[config.mk]
export PLATFORM = sky130hd
export DESIGN_NAME = conv_scan_ctrl_flat
export DESIGN_NICKNAME = d
export VERILOG_FILES = /design/src/rtl/conv_pkg.sv /design/src/rtl/conv_scan_ctrl_if.sv /design/src/rtl/scan_watchdog.sv /design/src/rtl/conv_scan_ctrl.sv /design/src/flat_wrapper.sv
export SDC_FILE = /design/constraint.sdc
export NUM_CORES = 1
export LEC_CHECK = 0
export BUFFER_PORTS_ARGS = -buffer_cell sky130_fd_sc_hd__buf_2
export CAP_MARGIN = 20
export CORE_MARGIN = 4
export CORE_UTILIZATION = 45
export DETAILED_ROUTE_END_ITERATION = 16
export GPL_ROUTABILITY_DRIVEN = 0
export PLACE_DENSITY = 0.63
export SLEW_MARGIN = 20
export SYNTH_ARGS = -nofsm -noshare
export SYNTH_HDL_FRONTEND = slang
export SYNTH_HIERARCHICAL = 1
export SYNTH_SLANG_ARGS = --single-unit
[constraint.sdc]
create_clock -name clk -period 3.5 [get_ports clk]
set_input_delay 0.175 -clock clk [delete_from_list [all_inputs] [get_ports clk]]
set_output_delay 0.175 -clock clk [all_outputs]
set_load 0.03 [all_outputs]
[src/rtl/conv_pkg.sv]
// Shared definitions for the convolutional patch engine.
// Contains the scan state encoding, legal patch sizes and the configuration legality check.
package conv_pkg;

  localparam int IMG_DIM_DEFAULT = 28;

  localparam logic [2:0] PATCH_3 = 3'd3;
  localparam logic [2:0] PATCH_5 = 3'd5;
  localparam logic [2:0] PATCH_7 = 3'd7;

  typedef enum logic [2:0] {
    ST_IDLE,
    ST_CHECK,
    ST_REQ,
    ST_WAIT_PE,
    ST_FINISH,
    ST_ERR
  } scan_state_e;

  // The enable generator applies the same rule, so keep it here.
  function automatic logic cfg_legal(input logic [2:0] patch_size, input logic [2:0] stride);
    logic sizeOk;
    sizeOk = (patch_size == PATCH_3) || (patch_size == PATCH_5) || (patch_size == PATCH_7);
    return sizeOk && (stride != 3'd0) && (stride <= patch_size);
  endfunction

endpackage

[src/rtl/conv_scan_ctrl_if.sv]
// Row-fetch and processor-array handshake bundle of the row-scan sequencer.
// master is the sequencer side; slave is the row memory / PE array side.
interface conv_scan_ctrl_if
  import conv_pkg::*;
#(
  parameter int AW = $clog2(IMG_DIM_DEFAULT)
) ();

  logic          row_req_valid;
  logic          row_req_ready;
  logic [AW-1:0] row_addr;
  logic          cycle_detect;
  logic          pe_ack;
  logic          patch_row_strobe;
  logic [AW-1:0] patch_origin_y;

  modport master (
    output row_req_valid,
    output row_addr,
    output cycle_detect,
    output patch_row_strobe,
    output patch_origin_y,
    input  row_req_ready,
    input  pe_ack
  );

  modport slave (
    input  row_req_valid,
    input  row_addr,
    input  cycle_detect,
    input  patch_row_strobe,
    input  patch_origin_y,
    output row_req_ready,
    output pe_ack
  );

endinterface

[src/rtl/scan_watchdog.sv]
// Cycle watchdog for the row-scan sequencer; only built when SCAN_TIMEOUT_EN is defined.
// Counts enabled cycles, restarts on clear and flags expiry on the LIMIT-th enabled cycle.
`ifdef SCAN_TIMEOUT_EN
module scan_watchdog #(
  parameter int LIMIT = 255
) (
  input  logic clk,
  input  logic rst,
  input  logic en_i,
  input  logic clear_i,
  output logic expired_o
);

  localparam int CW = $clog2(LIMIT + 1);
  localparam logic [CW-1:0] LAST = CW'(LIMIT - 1);
  localparam logic [CW-1:0] ONE  = CW'(1);

  logic [CW-1:0] count_q;
  logic [CW-1:0] count_d;

  assign expired_o = en_i && (count_q == LAST);

  always_comb begin
    count_d = count_q;
    if (clear_i) begin
      count_d = '0;
    end else if (en_i && (count_q != LAST)) begin
      count_d = count_q + ONE;
    end
  end

  always_ff @(posedge clk) begin
    if (rst) begin
      count_q <= '0;
    end else begin
      count_q <= count_d;
    end
  end

endmodule
`endif

[src/rtl/conv_scan_ctrl.sv]
// Row-scan sequencer: walks image rows for a patch size/stride and hands each row to the PE array.
// Build macro SCAN_TIMEOUT_EN adds a REQ/WAIT_PE watchdog that forces the error state.
module conv_scan_ctrl
  import conv_pkg::*;
#(
  parameter int IMG_DIM = IMG_DIM_DEFAULT,
  parameter int AW      = $clog2(IMG_DIM)
`ifdef SCAN_TIMEOUT_EN
  ,
  parameter int TIMEOUT_CYCLES = 255
`endif
) (
  input  logic             clk,
  input  logic             rst,
  input  logic             start_i,
  input  logic [2:0]       patch_size_i,
  input  logic [2:0]       stride_i,
  output logic             busy_o,
  output logic             done_o,
  output logic             err_o,
  conv_scan_ctrl_if.master scan_if
);

  localparam logic [AW:0]   IMG_LIMIT = IMG_DIM[AW:0];
  localparam logic [AW:0]   EXT_ONE   = {{AW{1'b0}}, 1'b1};
  localparam logic [AW-1:0] ROW_ONE   = {{(AW-1){1'b0}}, 1'b1};

  scan_state_e   state_q, state_d;
  logic [AW-1:0] row_q, row_d;
  logic [AW-1:0] origin_q, origin_d;
  logic [2:0]    psize_q, psize_d;
  logic [2:0]    stride_q, stride_d;
  logic          done_q, done_d;
  logic          err_q, err_d;
  logic          first_q, first_d;

  // Patch arithmetic is one bit wider than a row address so origin+size never wraps.
  logic [AW:0] psizeExt, strideExt, endRow, originNext;
  logic        rowIsLast, scanEnds, cdPulse;

  assign psizeExt   = {{(AW-2){1'b0}}, psize_q};
  assign strideExt  = {{(AW-2){1'b0}}, stride_q};
  assign endRow     = {1'b0, origin_q} + psizeExt - EXT_ONE;
  assign rowIsLast  = ({1'b0, row_q} == endRow);
  assign originNext = {1'b0, origin_q} + strideExt;
  assign scanEnds   = (originNext + psizeExt) > IMG_LIMIT;
  assign cdPulse    = (state_q == ST_WAIT_PE) && first_q;

  assign scan_if.row_req_valid    = (state_q == ST_REQ);
  assign scan_if.row_addr         = row_q;
  assign scan_if.cycle_detect     = cdPulse;
  assign scan_if.patch_row_strobe = cdPulse && rowIsLast;
  assign scan_if.patch_origin_y   = origin_q;

  assign busy_o = (state_q == ST_CHECK) || (state_q == ST_REQ) ||
                  (state_q == ST_WAIT_PE) || (state_q == ST_FINISH);
  assign done_o = done_q;
  assign err_o  = err_q;

`ifdef SCAN_TIMEOUT_EN
  logic wdExpired;

  scan_watchdog #(
    .LIMIT(TIMEOUT_CYCLES)
  ) u_watchdog (
    .clk      (clk),
    .rst      (rst),
    .en_i     ((state_q == ST_REQ) || (state_q == ST_WAIT_PE)),
    .clear_i  (state_d != state_q),
    .expired_o(wdExpired)
  );
`endif

  always_comb begin
    state_d  = state_q;
    row_d    = row_q;
    origin_d = origin_q;
    psize_d  = psize_q;
    stride_d = stride_q;
    done_d   = done_q;
    err_d    = err_q;
    first_d  = 1'b0;

    case (state_q)
      ST_IDLE, ST_ERR: begin
        if (start_i) begin
          psize_d  = patch_size_i;
          stride_d = stride_i;
          done_d   = 1'b0;
          err_d    = 1'b0;
          state_d  = ST_CHECK;
        end
      end
      ST_CHECK: begin
        if (!cfg_legal(psize_q, stride_q)) begin
          err_d   = 1'b1;
          state_d = ST_ERR;
        end else begin
          row_d    = '0;
          origin_d = '0;
          state_d  = ST_REQ;
        end
      end
      ST_REQ: begin
        if (scan_if.row_req_ready) begin
          first_d = 1'b1;
          state_d = ST_WAIT_PE;
        end
      end
      // An ack in the cycle_detect cycle belongs to the previous row and is dropped.
      ST_WAIT_PE: begin
        if (!first_q && scan_if.pe_ack) begin
          if (rowIsLast && scanEnds) begin
            origin_d = originNext[AW-1:0];
            done_d   = 1'b1;
            state_d  = ST_FINISH;
          end else begin
            if (rowIsLast) begin
              origin_d = originNext[AW-1:0];
            end
            row_d   = row_q + ROW_ONE;
            state_d = ST_REQ;
          end
        end
      end
      ST_FINISH: begin
        state_d = ST_IDLE;
      end
      default: begin
        state_d = ST_IDLE;
      end
    endcase

`ifdef SCAN_TIMEOUT_EN
    if (wdExpired) begin
      state_d = ST_ERR;
      err_d   = 1'b1;
      done_d  = done_q;
      first_d = 1'b0;
    end
`endif
  end

  always_ff @(posedge clk) begin
    if (rst) begin
      state_q  <= ST_IDLE;
      row_q    <= '0;
      origin_q <= '0;
      psize_q  <= '0;
      stride_q <= '0;
      done_q   <= 1'b0;
      err_q    <= 1'b0;
      first_q  <= 1'b0;
    end else begin
      state_q  <= state_d;
      row_q    <= row_d;
      origin_q <= origin_d;
      psize_q  <= psize_d;
      stride_q <= stride_d;
      done_q   <= done_d;
      err_q    <= err_d;
      first_q  <= first_d;
    end
  end

endmodule

[src/flat_wrapper.sv]
// flat-port wrapper written by rule: the top's interface ports become plain ports
module conv_scan_ctrl_flat import conv_pkg::*;
#(
  parameter int IMG_DIM = IMG_DIM_DEFAULT,
  parameter int AW      = $clog2(IMG_DIM)

)
  (clk, rst, start_i, patch_size_i, stride_i, busy_o, done_o, err_o, scan_if_row_req_valid, scan_if_row_addr, scan_if_cycle_detect, scan_if_patch_row_strobe, scan_if_patch_origin_y, scan_if_row_req_ready, scan_if_pe_ack);
  conv_scan_ctrl_if #(.AW(AW)) scan_if_i ();
  input  logic clk;
  input  logic rst;
  input  logic start_i;
  input  logic [2:0] patch_size_i;
  input  logic [2:0] stride_i;
  output logic busy_o;
  output logic done_o;
  output logic err_o;
  output wire logic [$bits(scan_if_i.row_req_valid)-1:0] scan_if_row_req_valid;
  output wire logic [$bits(scan_if_i.row_addr)-1:0] scan_if_row_addr;
  output wire logic [$bits(scan_if_i.cycle_detect)-1:0] scan_if_cycle_detect;
  output wire logic [$bits(scan_if_i.patch_row_strobe)-1:0] scan_if_patch_row_strobe;
  output wire logic [$bits(scan_if_i.patch_origin_y)-1:0] scan_if_patch_origin_y;
  input wire logic [$bits(scan_if_i.row_req_ready)-1:0] scan_if_row_req_ready;
  input wire logic [$bits(scan_if_i.pe_ack)-1:0] scan_if_pe_ack;
  assign scan_if_row_req_valid = scan_if_i.row_req_valid;
  assign scan_if_row_addr = scan_if_i.row_addr;
  assign scan_if_cycle_detect = scan_if_i.cycle_detect;
  assign scan_if_patch_row_strobe = scan_if_i.patch_row_strobe;
  assign scan_if_patch_origin_y = scan_if_i.patch_origin_y;
  assign scan_if_i.row_req_ready = scan_if_row_req_ready;
  assign scan_if_i.pe_ack = scan_if_pe_ack;
  conv_scan_ctrl #(.IMG_DIM(IMG_DIM), .AW(AW)) u_core (.clk(clk), .rst(rst), .start_i(start_i), .patch_size_i(patch_size_i), .stride_i(stride_i), .busy_o(busy_o), .done_o(done_o), .err_o(err_o), .scan_if(scan_if_i));
endmodule
After elaboration in Yosys (flattened, before gate mapping)
Index checks and enable logic that the tools add are counted.
{"block": "totals", "in_bits": 11, "regBits": 22, "elab_cells": 79, "output_inout_bits": 16}
{"block": "classes", "muxes": 21, "add_sub_neg": 5, "bitwise": 1, "magnitude_cmp": 2, "eq_ne": 17, "reduce_logical": 25}
{"cell": "5-bit 2-to-1 mux", "n": 6}
{"cell": "5-bit case mux with 2 select lines", "n": 2}
{"cell": "3-bit 2-to-1 mux", "n": 5}
{"cell": "5-bit by 3-bit adder with 6-bit output", "n": 2}
{"cell": "3-bit equality test (second input constant)", "n": 4}
{"cell": "2-bit inequality test (second input constant)", "n": 6}
{"cell": "3-bit case mux with 4 select lines", "n": 1}
{"cell": "4-bit AND reduction", "n": 3}
{"cell": "3-bit by 2-bit equality test with 1-bit output (second input constant)", "n": 3}
{"cell": "6-bit by 3-bit adder with 6-bit output", "n": 1}
{"cell": "5-bit by 6-bit equality test with 1-bit output", "n": 1}
{"cell": "6-bit by 5-bit > comparator with 1-bit output (second input constant)", "n": 1}
{"cell": "1-bit logical AND", "n": 6}
{"cell": "3-bit AND reduction", "n": 2}
{"cell": "2-bit nonzero test", "n": 3}
{"cell": "6-bit by 1-bit subtractor with 6-bit output (second input constant)", "n": 1}
{"cell": "5-bit by 1-bit adder with 5-bit output (second input constant)", "n": 1}
{"cell": "1-bit logical OR", "n": 5}
{"cell": "1-bit 2-to-1 mux", "n": 5}
{"cell": "1-bit case mux with 2 select lines", "n": 2}
{"cell": "2-bit OR reduction", "n": 2}
{"cell": "3-bit by 1-bit equality test with 1-bit output (second input constant)", "n": 1}
{"cell": "3-bit less-or-equal comparator", "n": 1}
{"cell": "3-bit zero test", "n": 1}
{"cell": "other kinds (6)", "n": 6}

Logic depth before layout (Yosys ltp)
Gate-level depths: netlist of run 1.
{"block": "depth", "ltp_word": 7, "ltp_mapped": 12, "mapped_depth_nobuf": 12}

Least setup slack after synthesis of run 1
No wires, ideal clock.
{"block": "synth_timing", "path_kind": "reg-to-reg", "startpoint": "reg u_core.origin_q[1] (netlist: u_core/scan_if.patch_origin_y[1])", "endpoint": "reg u_core.row_q[2] (netlist: u_core/scan_if.row_addr[2])", "stages_incl_launch_ff": 13, "t_arrival_ns": 3.032, "setup_time_ns": 0.072, "slack_ns": 0.396, "required_ns": 3.428, "path_cell_list": "dfxtp_1 inv_1 ha_1 inv_1 ha_1 fa_1 xnor3_1 nand4_1 nor3b_2 o21ai_2 or4_4 nand3_2 mux2i_1"}
{"block": "synth_via", "elab_chain_cells": 6, "word_cells_on_any_way": 9}
{"item": "start: declaration", "line": "conv_scan_ctrl.sv:30", "text": "logic [AW-1:0] origin_q, origin_d;"}
{"item": "start signal: assignment", "line": "conv_scan_ctrl.sv:157", "text": "origin_q <= origin_d;"}
{"item": "5-bit by 3-bit adder with 6-bit output, on equally long branches", "line": "conv_scan_ctrl.sv:45, conv_scan_ctrl.sv:43"}
{"item": "6-bit by 3-bit adder with 6-bit output or 6-bit by 1-bit subtractor with 6-bit output (tied branches)", "line": "conv_scan_ctrl.sv:46, conv_scan_ctrl.sv:43"}
{"item": "6-bit by 5-bit > comparator with 1-bit output or 5-bit by 6-bit equality test with 1-bit output (tied branches)", "line": "conv_scan_ctrl.sv:46, conv_scan_ctrl.sv:44"}
{"item": "1-bit logical AND (*)", "line": "conv_scan_ctrl.sv:113", "text": "if (rowIsLast && scanEnds) begin"}
{"item": "2-bit inequality test (no line) (*)"}
{"item": "4-bit AND reduction (no line) (*)"}
{"item": "end signal: assignment", "line": "conv_scan_ctrl.sv:156", "text": "row_q <= row_d;"}
{"item": "end: declaration", "line": "conv_scan_ctrl.sv:29", "text": "logic [AW-1:0] row_q, row_d;"}
Mark *: on every way between the ends. The rest lies on a longest branch, timed or not.
A chain may end at the register's enable or synchronous reset.

Worst setup path in the final report of run 1
{"block": "layout_timing", "startpoint": "reg u_core.origin_q[1] (netlist: u_core/scan_if.patch_origin_y[1])", "endpoint": "reg u_core.state_q[2]"}
{"block": "layout_via", "elab_chain_cells": 7, "word_cells_on_any_way": 10}
{"item": "5-bit by 3-bit adder with 6-bit output, on equally long branches", "line": "conv_scan_ctrl.sv:45, conv_scan_ctrl.sv:43"}
{"item": "6-bit by 3-bit adder with 6-bit output or 6-bit by 1-bit subtractor with 6-bit output (tied branches)", "line": "conv_scan_ctrl.sv:46, conv_scan_ctrl.sv:43"}
{"item": "6-bit by 5-bit > comparator with 1-bit output or 5-bit by 6-bit equality test with 1-bit output (tied branches)", "line": "conv_scan_ctrl.sv:46, conv_scan_ctrl.sv:44"}
{"item": "1-bit logical AND (*)", "line": "conv_scan_ctrl.sv:113"}
{"item": "3-bit 2-to-1 mux (*)", "line": "conv_scan_ctrl.sv:113"}
{"item": "3-bit 2-to-1 mux (*)", "line": "conv_scan_ctrl.sv:112", "text": "if (!first_q && scan_if.pe_ack) begin"}
{"item": "3-bit case mux with 4 select lines (*)", "line": "conv_scan_ctrl.sv:84", "text": "case (state_q)"}
{"item": "end signal: assignment", "line": "conv_scan_ctrl.sv:155", "text": "state_q <= state_d;"}
{"item": "end: declaration", "line": "conv_scan_ctrl.sv:28", "text": "scan_state_e state_q, state_d;"}
Mark *: on every way between the ends. The rest lies on a longest branch, timed or not. The select of a mux whose other input is x is not followed.

==> results of run 1 <==
placed cells by master (no fill, tap or decap), types with 3 or more instances in the layout:
cell type / synthesis / layout
xnor2_1: 7 / 7
o31ai_1: 3 / 3
fa_1: 3 / 3
nor2b_1: 4 / 4
dfxtp_1: 22 / 22
nand2_1: 12 / 12
o21ai_0: 7 / 7
clkbuf_8: 0 / 4
buf_2: 0 / 26
a21oi_1: 10 / 10
nand2b_1: 5 / 5
a211oi_1: 4 / 4
nand3_1: 9 / 9
ha_1: 18 / 18
nor2_1: 22 / 22
nor3_1: 7 / 7
mux2i_1: 10 / 10
inv_1: 21 / 21
and2_1: 3 / 3
power by group:
part | internal (uW) | switching, uW | leakage (uW)
sequential | 259 | 10.7 | 0.000179
clock | 100 | 82.0 | 0.0000288
combinational | 58.7 | 73.5 | 0.000655
worst max-delay path, stage by stage (launching register included):
cell and delay [ns]:
dfxtp_1 0.39, inv_1 0.12, ha_1 0.29, inv_1 0.04
ha_1 0.22, fa_1 0.42, xnor3_1 0.28, nand4_1 0.11
nor3b_2 0.26, o21ai_2 0.11, nor4_2 0.52, o21ai_0 0.17
a21oi_1 0.16
layer usage:
layer  global-route usage [%]  routed length [um]  vias to the layer above
met5                        0                   0                        -
li1                         -                   -                      788
met3                     2.59                 167                        4
met1                     24.9                2040                      700
met2                     24.0                1660                       42
met4                     5.11                  36                        0
final cells by class:
| class | count | area (um2) |
|---|---|---|
| Clock buffer | 4 | 55.1 |
| Timing Repair Buffer | 27 | 138 |
| Inverter | 21 | 78.8 |
| Sequential cell | 22 | 440 |
| Fill cell | 354 | 1730 |
| Tap cell | 48 | 60.1 |
| Multi-Input combinational cell | 160 | 1190 |
final timing paths:
kind                                    startpoint  slack, ns  cells after the start                    endpoint
hold reg to reg         u_core/scan_if.row_addr[4]       0.50                      2  u_core/scan_if.row_addr[4]
setup / recovery  u_core/scan_if.patch_origin_y[1]       0.34                     12           u_core/state_q[2]
setup reg to reg  u_core/scan_if.patch_origin_y[1]       0.34                     12           u_core/state_q[2]
hold / removal                         stride_i[1]       0.15                      3          u_core/stride_q[1]
metrics by stage:
step | utilization, % | instances
2_1_floorplan | - | 208
3_3_place_gp | 51.6 | 278
3_5_place_dp | 51.6 | 278
4_1_cts | 53.1 | 282
5_1_grt | 53.1 | 282
6_report | 53.1 | 282
Yosys cell counts (all sizes together), types with 4 or more instances:
| cell type | instances |
|---|---|
| nand3 | 10 |
| nor2b | 4 |
| mux2i | 10 |
| nor3 | 7 |
| inv | 21 |
| nand2b | 5 |
| xnor2 | 7 |
| a211oi | 4 |
| a21oi | 11 |
| clkbuf | 5 |
| nand2 | 12 |
| ha | 18 |
| dfxtp | 22 |
| nor2 | 22 |
| o21ai | 8 |
logic make-up (layout without fill, tap and decap cells):
family                   Yosys count  after routing  synth area share [%]
flip-flops                        22             22                  25.5
buffers and inverters             26             52                  5.66
XOR/XNOR                          10             10                  5.88
AO/OA/AOI/OAI                     40             40                  16.0
multiplexers                      10             10                  5.81
adder cells (fa/ha/maj)           21             21                  16.5
AND/OR/NAND/NOR                   79             79                  24.5
flip-flops by register name (all words and copies together) (netlist names):
register	count
u_core/err_o	1
u_core/done_o	1
u_core/stride_q	3
u_core/first_q	1
u_core/state_q	3
u_core/scan_if.row_addr	5
u_core/scan_if.patch_origin_y	5
u_core/psize_q	3
==> results by group, run 1 <==
GRT
  – Vias in the first global route: 1416
  – Total GRT Usage: 16.6%
  – Largest net degree at the start of global routing: 23
  – Initial antenna violation count: 0
  – First-pass GRT wire length: around 6700 um
  – Grt total ovfl: 0

Synthesis
  – Gate Count Post-Synth: around 210
  – Async set-reset flop share out of synthesis: 0%
  – Post-synth EDFFs: 0
  – Synth unique cells: 48
  – Area of the mapped netlist: 1720 um2
  – Main synth FF type: dfxtp_1
  – Sequential fraction of the synthesis area: 25.5%
  – Yosys top cell area share: between 20% and 30%
  – Syn avg cell area: 8.29 um2
  – Yosys reg bits: 22
  – Syn nets: 240
  – Syn. warnings: 6
  – Synth area leaders: dfxtp_1 26%, ha_1 13%, mux2i_1 5.8%
  – Cell type with the highest aggregate area in the netlist: dfxtp_1

Timing
  – Slew Limit Fails: 0
  – Hold WS: 0.148 ns
  – Slew of the pin with the lowest slew margin: 0.629 ns
  – Clock Skew: 0.00396 ns
  – Fmax: 316 MHz
  – Slew HR: 58.1%
  – Setup violations, final: 0
  – Setup TNS: 0 ns
  – Period utilization: 90.3%
  – Fin crit period: around 3.2 ns
  – Final worst setup slack: 0.338 ns
  – Hold Fails Final Rpt: 0
  – RSZ-0062 raised after global routing: no

Detailed routing
  – Post-Route WL: around 3900 um
  – Starting DRT DRC Count: 61
  – Pre-Repair DR Iteration Count: 4
  – Via count: 1534
  – Antenna viol nets, final: 0
  – DRC: 0
  – Via/cell ratio: ~5.4
  – Post-DR wirelength/cell: 13.8 um

Die
  – Initial Util: 46.7%
  – Die W: around 70 um
  – Chip height: between 60 and 70 um
  – Placement row count: 22
  – Core Box Area: 3690 um2
  – Die Footprint: 4890 um2
  – I/O Pins: 27

Run
  – Max-cap viol count: 0

Final layout
  – Area growth syn-to-layout: 13.6%
  – Share of cells above drive strength 1: 17.1%
  – Nets: roughly 270
  – Final instance area: 1960 um2
  – # diodes: 0

Clocking
  – Clock root cell: clkbuf_8
  – Max H-tree Level: 1
  – Cts hold-fix bufs: 0
  – Clock latency on the worst-skew pair: 0.26 ns
  – CTS Buf Count: 3
  – Post-CTS resize count: 0
  – CTS clk-pin slew, worst paths: approximately 0.080 ns
  – CTS tree: done
  – CTS max path bufs: 2
  – TritonCTS Sinks: 22
  – Setup bufs post-CTS: 0

Place
  – Placed Instance Area: around 1900 um2
  – Post-place setup slack: approximately 0.36 ns
  – I/O Buffers: 26
  – Post-DP HPWL: about 3100 um

Setup path
  – Critical Path End Type: flop
  – CP Max Fanout: 5
  – CP Class: reg2reg
  – Type of origin of the critical path: flop
  – CP Data Arrival Time: roughly 3.4 ns
  – Worst endpoint required time: ~3.7 ns

Min path
  – Worst Hold Class: in2reg

Power
  – Pwr Total: 584 uW
  – Worst vdd ir: 258 uV
  – Power Density: slightly below 300 nW/um2
  – Static Leak: 0.000863 uW

Outcome
  – Status: finished, final reports clean
Power figures use the tool's default switching activity.
==> inputs of run 2 (changes only) <==
ABC_AREA = 1   (was default)
BUFFER_PORTS_ARGS = default   (was -buffer_cell sky130_fd_sc_hd__buf_2)
DONT_BUFFER_PORTS = 1   (was default)
PLACE_DENSITY = 0.57   (was 0.63)
==> run 2 against run 1 <==
Area after synthesis is 2.8% higher; utilization is 3.0 points lower; critical endpoint is now scan_if_patch_row_strobe; routed wire length is 0.79% lower; total power grew to 2.8 times the previous value; sequential power is 71% higher; synthesized cell count is 16% higher; die area is 2.5% higher; sequential share of layout area is 1.0 points higher; worst setup slack better by 0.10 ns.
==> results by group, run 2 <==
Synthesis
  – Most common cell in the netlist: nand2_1
  – Syn. warnings: 6 (unchanged)
  – Multiplexer share of the synthesized area: 0% (-5.8 points)
  – Largest family of logic cells by synthesized area: simple AND/OR/NAND/NOR gates
  – Synth area leaders: dfxtp_1 25%, ha_1 13%, nand2_1 8.5%
  – Post-Synth Adder-Cell Area: 16.1% (-0.46 points)
  – Sequential fraction of the synthesis area: 24.8% (-0.70 points)
  – Commonest cells post-synth: 40 x nand2_1, 33 x inv_1, 27 x a21oi_1, 22 x dfxtp_1, 18 x ha_1
  – Cell type with the highest aggregate area in the netlist: dfxtp_1
  – Area of the mapped netlist: 1770 um2 (+2.8%)
  – Syn nets: 273 (+14%)
  – Post-synth EDFFs: 0 (unchanged)
  – Post-synthesis compound-gate area fraction: 17.5% (+1.5 points)
  – Simple-Gate Fraction of Synth Area: 26.0% (+1.5 points)
  – Syn avg cell area: 7.36 um2 (-11%)
  – Yosys top cell area share: 24.8% (-0.70 points)
  – Main synth FF type: dfxtp_1
  – Post-synthesis xor/xnor area fraction: 5.43% (-0.44 points)
  – Synth unique cells: 35 (-27%)
  – Gate Count Post-Synth: 241 (+16%)
  – Async set-reset flop share out of synthesis: 0% (unchanged)
  – Yosys reg bits: 22 (unchanged)

Timing
  – Period utilization: 87.4% (-2.9 points)
  – Slew Limit Fails: 0 (unchanged)
  – Setup violations, final: 0 (unchanged)
  – Setup TNS: 0 ns (unchanged)
  – Slew of the pin with the lowest slew margin: 0.696 ns (+0.0667 ns)
  – Fmax: 327 MHz (+3.3%)
  – Final worst setup slack: 0.441 ns (+0.102 ns)
  – RSZ-0062 raised after global routing: no
  – Fin crit period: 3.06 ns (-0.102 ns)
  – Hold Fails Final Rpt: 0 (unchanged)
  – Slew HR: 53.3% (-4.8 points)
  – Clock Skew: 0.00247 ns (-0.00149 ns)

Clocking
  – CTS tree: done
  – CTS max path bufs: 2 (unchanged)
  – Clock latency on the worst-skew pair: 0.26 ns (about the same)
  – CTS Buf Count: 3 (unchanged)
  – Clock root cell: clkbuf_8
  – Max H-tree Level: 1 (unchanged)
  – Setup bufs post-CTS: 0 (unchanged)
  – TritonCTS Sinks: 22 (unchanged)
  – CTS clk-pin slew, worst paths: 0.08 ns (about the same)

Final layout
  – Most frequent cells in the layout: 40 x nand2_1, 33 x inv_1, 27 x a21oi_1
  – Share of cells above drive strength 1: 13.6% (-3.5 points)
  – # diodes: 0 (unchanged)
  – Filler Cell Count: 406 (+15%)
  – Commonest non-fill, non-tap cell in the layout: nand2_1
  – Nets: 276 (+3.4%)
  – Area growth syn-to-layout: 5.72%

Power
  – Worst vdd ir: 330 uV (+28%)
  – Static Leak: 0.000818 uW (-5.1%)
  – NetSw: 824 uW (+400%)
  – Comb power frac: 59.9% (+37 points)
  – Clock share of power: 11.7% (-20 points)
  – Switching Fraction: 51.0% (+23 points)
  – Power Density: 861 nW/um2 (+190%)
  – Sequential power share: 28.5% (-18 points)
  – Int Power: 791 uW (+89%)

Place
  – I/O Buffers: 0 (-100%)
  – Post-place setup slack: 0.579 ns (+0.220 ns)
  – Post-DP HPWL: 3110 um (about the same)

Setup path
  – WP depth: 13 (+1)
  – Worst Path Buf+Inv: 4 (+2)
  – CP Data Arrival Time: 2.88 ns (-0.47 ns)
  – Slowest stage delay, CP: 0.54 ns (+0.02 ns)
  – R2R depth: 16 (+4)
  – Most frequent CP cell: inv_1
  – CP Max Fanout: 3 (-2)
  – CP cell instances: inv_1, ha_1, inv_1, ha_1, fa_1, xnor2_1, inv_1, nand2_1, nand2_1, nor2_2, nand3_2, nor3_1, buf_4
  – Worst endpoint required time: 3.32 ns (-0.37 ns)
  – Critical Path End Type: primary output
  – Worst path slowest cell: dfxtp_1
  – Type of origin of the critical path: flop
  – Family with the most delay on the worst path: adder cells
  – CP Class: reg2out

Outcome
  – Status: finished, final reports clean

GRT
  – Global routing's busiest layer: met2
  – Met1 usage: 23.4% (-1.6 points)
  – Initial antenna violation count: 0 (unchanged)
  – Largest net degree at the start of global routing: 14 (-39%)
  – Grt total ovfl: 0 (unchanged)
  – First-pass GRT wire length: 6730 um (+0.82%)
  – Vias in the first global route: 1387 (-2.0%)
  – Met2 usage: 25.5% (+1.5 points)
  – Total GRT Usage: 16.5% (-0.11 points)
  – M3 GR Usage: 4.55% (+2.0 points)

Detailed routing
  – Post-DR wirelength/cell: 13.3 um (-3.9%)
  – Starting DRT DRC Count: 67 (+9.8%)
  – Via/cell ratio: 5.10 (-6.2%)
  – DRC: 0 (unchanged)
  – Post-Route WL: 3870 um (-0.79%)
  – Antenna viol nets, final: 0 (unchanged)
  – Via count: 1485 (-3.2%)
  – Pre-Repair DR Iteration Count: 4 (unchanged)

Die
  – Chip height: 70.8 um (+1.2%)
  – Die W: 70.8 um (+1.2%)
  – Initial Util: 47.4% (+0.62 points)
  – Placement row count: 22 (unchanged)
  – Die Footprint: 5010 um2 (+2.5%)
  – I/O Pins: 27 (unchanged)
  – Core Box Area: 3740 um2 (+1.5%)

Run
  – Max-cap viol count: 0 (unchanged)

Min path
  – Worst Hold Class: in2reg
  – Hold path cells: 2 (-1)
-- run 2: cell count changes in the layout (fill, tap and decap cells not counted), sizes merged, moves of 3 or more --
cell    previous run  this run
nand2             12        47
buf               27         1
a21oi             11        32
inv               21        37
mux2i             10         0
nand3             10        20
nand2b             5         0
nor2              22        17
o21ai              8        13
nor2b              4         0
a211oi             4         1
and2               3         0
nor4               3         0
xor2               2         5
-- run 2: cell families after synthesis --
family          after synthesis
compound gates               51
xor+xnor                     11
fa+ha+maj                    21
buf+inv                      42
flops                        22
simple gates                 94
-- run 2: per-stage QoR --
| step | hold slack [ns] | instances | total power [uW] | area, um2 | utilization (%) |
|---|---|---|---|---|---|
| 6_report | 0.0478 | 291 | 1610 | 1870 | 50.1 |
| 5_1_grt | 0.0706 | 291 | 1790 | 1870 | 50.1 |
| 4_1_cts | 0.0406 | 291 | 1630 | 1870 | 50.1 |
| 3_5_place_dp | 0.240 | 286 | 1430 | 1810 | 48.3 |
| 3_3_place_gp | 0.240 | 286 | 1440 | 1810 | 48.3 |
| 2_1_floorplan | 0.252 | 241 | 1260 | 1770 | - |
-- run 2: final cells by class --
type / count / area [um2] / share of cell area (%)
Clock buffer: 4 / 55.1 / 2.94
Multi-Input combinational cell: 177 / 1150 / 61.5
Tap cell: 48 / 60.1 / 3.20
Sequential cell: 22 / 440 / 23.5
Timing Repair Buffer: 2 / 17.5 / 0.935
Inverter: 38 / 148 / 7.88
-- run 2: timing repair --
item,in CTS,in global routing
endpoints found under the hold margin,12,0
gates resized for setup,0,0
setup endpoints to repair,0,0
hold buffers,1,0
-- run 2: worst paths after layout --
kind,end,slack [ns],from
setup / recovery,scan_if_patch_row_strobe,0.44,u_core/scan_if.patch_origin_y[1]
hold / removal,u_core/first_q,0.05,scan_if_row_req_ready
setup reg to reg,u_core/scan_if.row_addr[1],0.57,u_core/scan_if.patch_origin_y[1]
hold reg to reg,u_core/state_q[0],0.53,u_core/state_q[0]
-- run 2: power by group through the flow --
stage          clock network [uW]  registers (uW)  logic, uW
2_1_floorplan                   0             441        816
3_3_place_gp                    0             468        968
3_5_place_dp                    0             467        960
4_1_cts                       198             462        974
5_1_grt                       203             471       1120
6_report                      188             460        967
-- run 2: routing by layer --
layer / wire length, um / up-vias
li1: - / 799
met1: 1910 / 664
met2: 1810 / 20
met3: 135 / 2
met4: 20 / 0
met5: 0 / -
==> inputs of run 3 (changes only) <==
CORE_ASPECT_RATIO = 2   (was default)
REMOVE_ABC_BUFFERS = 1   (was default)
==> run 3 against run 2 <==
Final area is 1.9% higher; final cell count is 1.7% higher; hold slack better by 0.0031 ns; maximum frequency is 4.0% higher; sequential power is 6.5% lower; non-clock buffer count is 2 higher; routed wire length is 9.6% higher; first-iteration DRC count is 64% lower; total power is 5.5% higher; flip-flop and latch count stayed put; combinational power is 7% higher; clock skew hardly changed; critical path type is now reg2reg; largest power group unchanged.
==> results by group, run 3 (synthesis gave the netlist of run 2 again) <==
Outcome
  – Status: finished, final reports clean

Timing
  – Slew HR: 54.2% (+0.90 points)
  – Hold Fails Final Rpt: 0 (unchanged)
  – Fmax: 340 MHz (+4.0%)
  – RSZ-0062 raised after global routing: no
  – Period utilization: 84.1% (-3.4 points)
  – Setup violations, final: 0 (unchanged)
  – Fin crit period: 2.94 ns (-0.118 ns)
  – Clock Skew: 0.00295 ns (+0.000480 ns)
  – Setup TNS: 0 ns (unchanged)
  – Slew Limit Fails: 0 (unchanged)
  – Slew of the pin with the lowest slew margin: 0.682 ns (-0.0134 ns)

Clocking
  – Clock root cell: clkbuf_8
  – CTS clk-pin slew, worst paths: 0.09 ns (about the same)
  – Max H-tree Level: 1 (unchanged)
  – CTS max path bufs: 2 (unchanged)
  – TritonCTS Sinks: 22 (unchanged)
  – Cts hold-fix bufs: 1 (unchanged)
  – Setup bufs post-CTS: 0 (unchanged)
  – Post-CTS resize count: 0 (unchanged)
  – Clock latency on the worst-skew pair: 0.27 ns (about the same)
  – CTS Buf Count: 3 (unchanged)
  – CTS tree: done

Final layout
  – Filler Cell Count: 439 (+8.1%)
  – Core Util, Final: 49.7% (-0.39 points)
  – Register Area: 440 um2 (unchanged)
  – Final instance area: 1910 um2 (+1.9%)
  – # diodes: 0 (unchanged)
  – Commonest non-fill, non-tap cell in the layout: nand2_1
  – Nets: 278 (+0.72%)
  – Final cell count without fillers: 296 (+1.7%)
  – Area growth syn-to-layout: 7.69%
  – Area occupied by multi-input gates: 1150 um2 (unchanged)
  – Most frequent cells in the layout: 40 x nand2_1, 33 x inv_1, 27 x a21oi_1
  – Share of cells above drive strength 1: 14.3% (+0.71 points)

Die
  – Die Footprint: 5070 um2 (+1.2%)
  – I/O Pins: 27 (unchanged)
  – Initial Util: 46.1% (-1.2 points)
  – Placement row count: 32 (+45%)
  – Chip height: 96.8 um (+37%)
  – Core Box Area: 3840 um2 (+2.7%)
  – Die W: 52.4 um (-26%)

Run
  – Max-cap viol count: 0 (unchanged)

Detailed routing
  – Post-Route WL: 4240 um (+9.6%)
  – Via/cell ratio: 5.21 (+2.2%)
  – DRC: 0 (unchanged)
  – Pre-Repair DR Iteration Count: 4 (unchanged)
  – Starting DRT DRC Count: 24 (-64%)
  – Via count: 1543 (+3.9%)
  – Antenna viol nets, final: 0 (unchanged)
  – Post-DR wirelength/cell: 14.3 um (+7.7%)

GRT
  – First-pass GRT wire length: 7090 um (+5.2%)
  – Vias in the first global route: 1548 (+12%)
  – Initial antenna violation count: 0 (unchanged)
  – Grt total ovfl: 0 (unchanged)
  – Total GRT Usage: 18.1% (+1.7 points)
  – Largest net degree at the start of global routing: 14 (unchanged)

Setup path
  – CP Data Arrival Time: 3.14 ns (+0.26 ns)
  – Worst endpoint required time: 3.70 ns (+0.38 ns)
  – Type of origin of the critical path: flop
  – Critical Path End Type: flop
  – CP Max Fanout: 6 (+3)
  – CP Class: reg2reg

Place
  – I/O Buffers: 0 (unchanged)
  – Placed Instances: 291 (+1.7%)
  – Placed Instance Area: 1830 um2 (+1.0%)
  – Post-DP HPWL: 3470 um (+12%)

Min path
  – Worst Hold Class: in2reg

Power
  – Worst vdd ir: 441 uV (+34%)
  – Power Density: 892 nW/um2 (+3.6%)
  – Static Leak: 0.000836 uW (+2.1%)
  – Pwr Total: 1700 uW (+5.5%)
run 3: cell count changes in the layout (fill, tap and decap cells not counted):
cell,before,now
clkbuf_8,4,3
bufinv_16,0,1
buf_4,1,3
run 3: per-stage QoR:
stage / hold slack [ns] / worst slack (ns)
2_1_floorplan: 0.237 / 0.580
3_3_place_gp: 0.241 / 0.620
3_5_place_dp: 0.242 / 0.588
4_1_cts: 0.0545 / 0.543
5_1_grt: 0.0761 / 0.292
6_report: 0.0509 / 0.558
run 3: final cells by class:
class                   instances  share of cell area [%]
multi-input cells             177                    60.4
flip-flops and latches         22                    23.1
inverters                      38                    7.73
well taps                      51                    3.34
clock buffers                   3                    2.16
repair buffers                  4                    1.70
clock inverters                 1                    1.57
run 3: worst paths after layout:
path	from	endpoint	slack, ns	depth (start not counted)
worst min-delay path	scan_if_row_req_ready	u_core/first_q	0.05	2
worst max-delay path	u_core/scan_if.patch_origin_y[0]	u_core/scan_if.row_addr[4]	0.56	12
worst min register to register	u_core/stride_q[0]	u_core/stride_q[0]	0.53	2
worst max register to register	u_core/scan_if.patch_origin_y[0]	u_core/scan_if.row_addr[4]	0.56	12
run 3: power breakdown:
group / switching [uW] / internal [uW] / total, uW / leakage, uW
Clock: 90.9 / 153 / 244 / 0.0000357
Combinational: 637 / 392 / 1030 / 0.000620
Sequential: 116 / 315 / 430 / 0.000180
Total: 844 / 860 / 1700 / 0.000836
run 3: metal layers:
layer	GRT usage, %	share of wire, %
met1	20.3	38
met2	33.5	58
met3	2.31	2.4
met4	5.31	1.6
met5	0	0
run 3: worst max-delay path: stages (launching register included):
cell	delay [ns]
dfxtp_1	0.54
ha_1	0.25
inv_1	0.06
fa_1	0.50
fa_1	0.42
or2_1	0.27
o21ai_0	0.22
nand3_2	0.10
nand2_2	0.10
nand3_4	0.12
nand2_4	0.10
nand2_1	0.06
a21oi_2	0.13
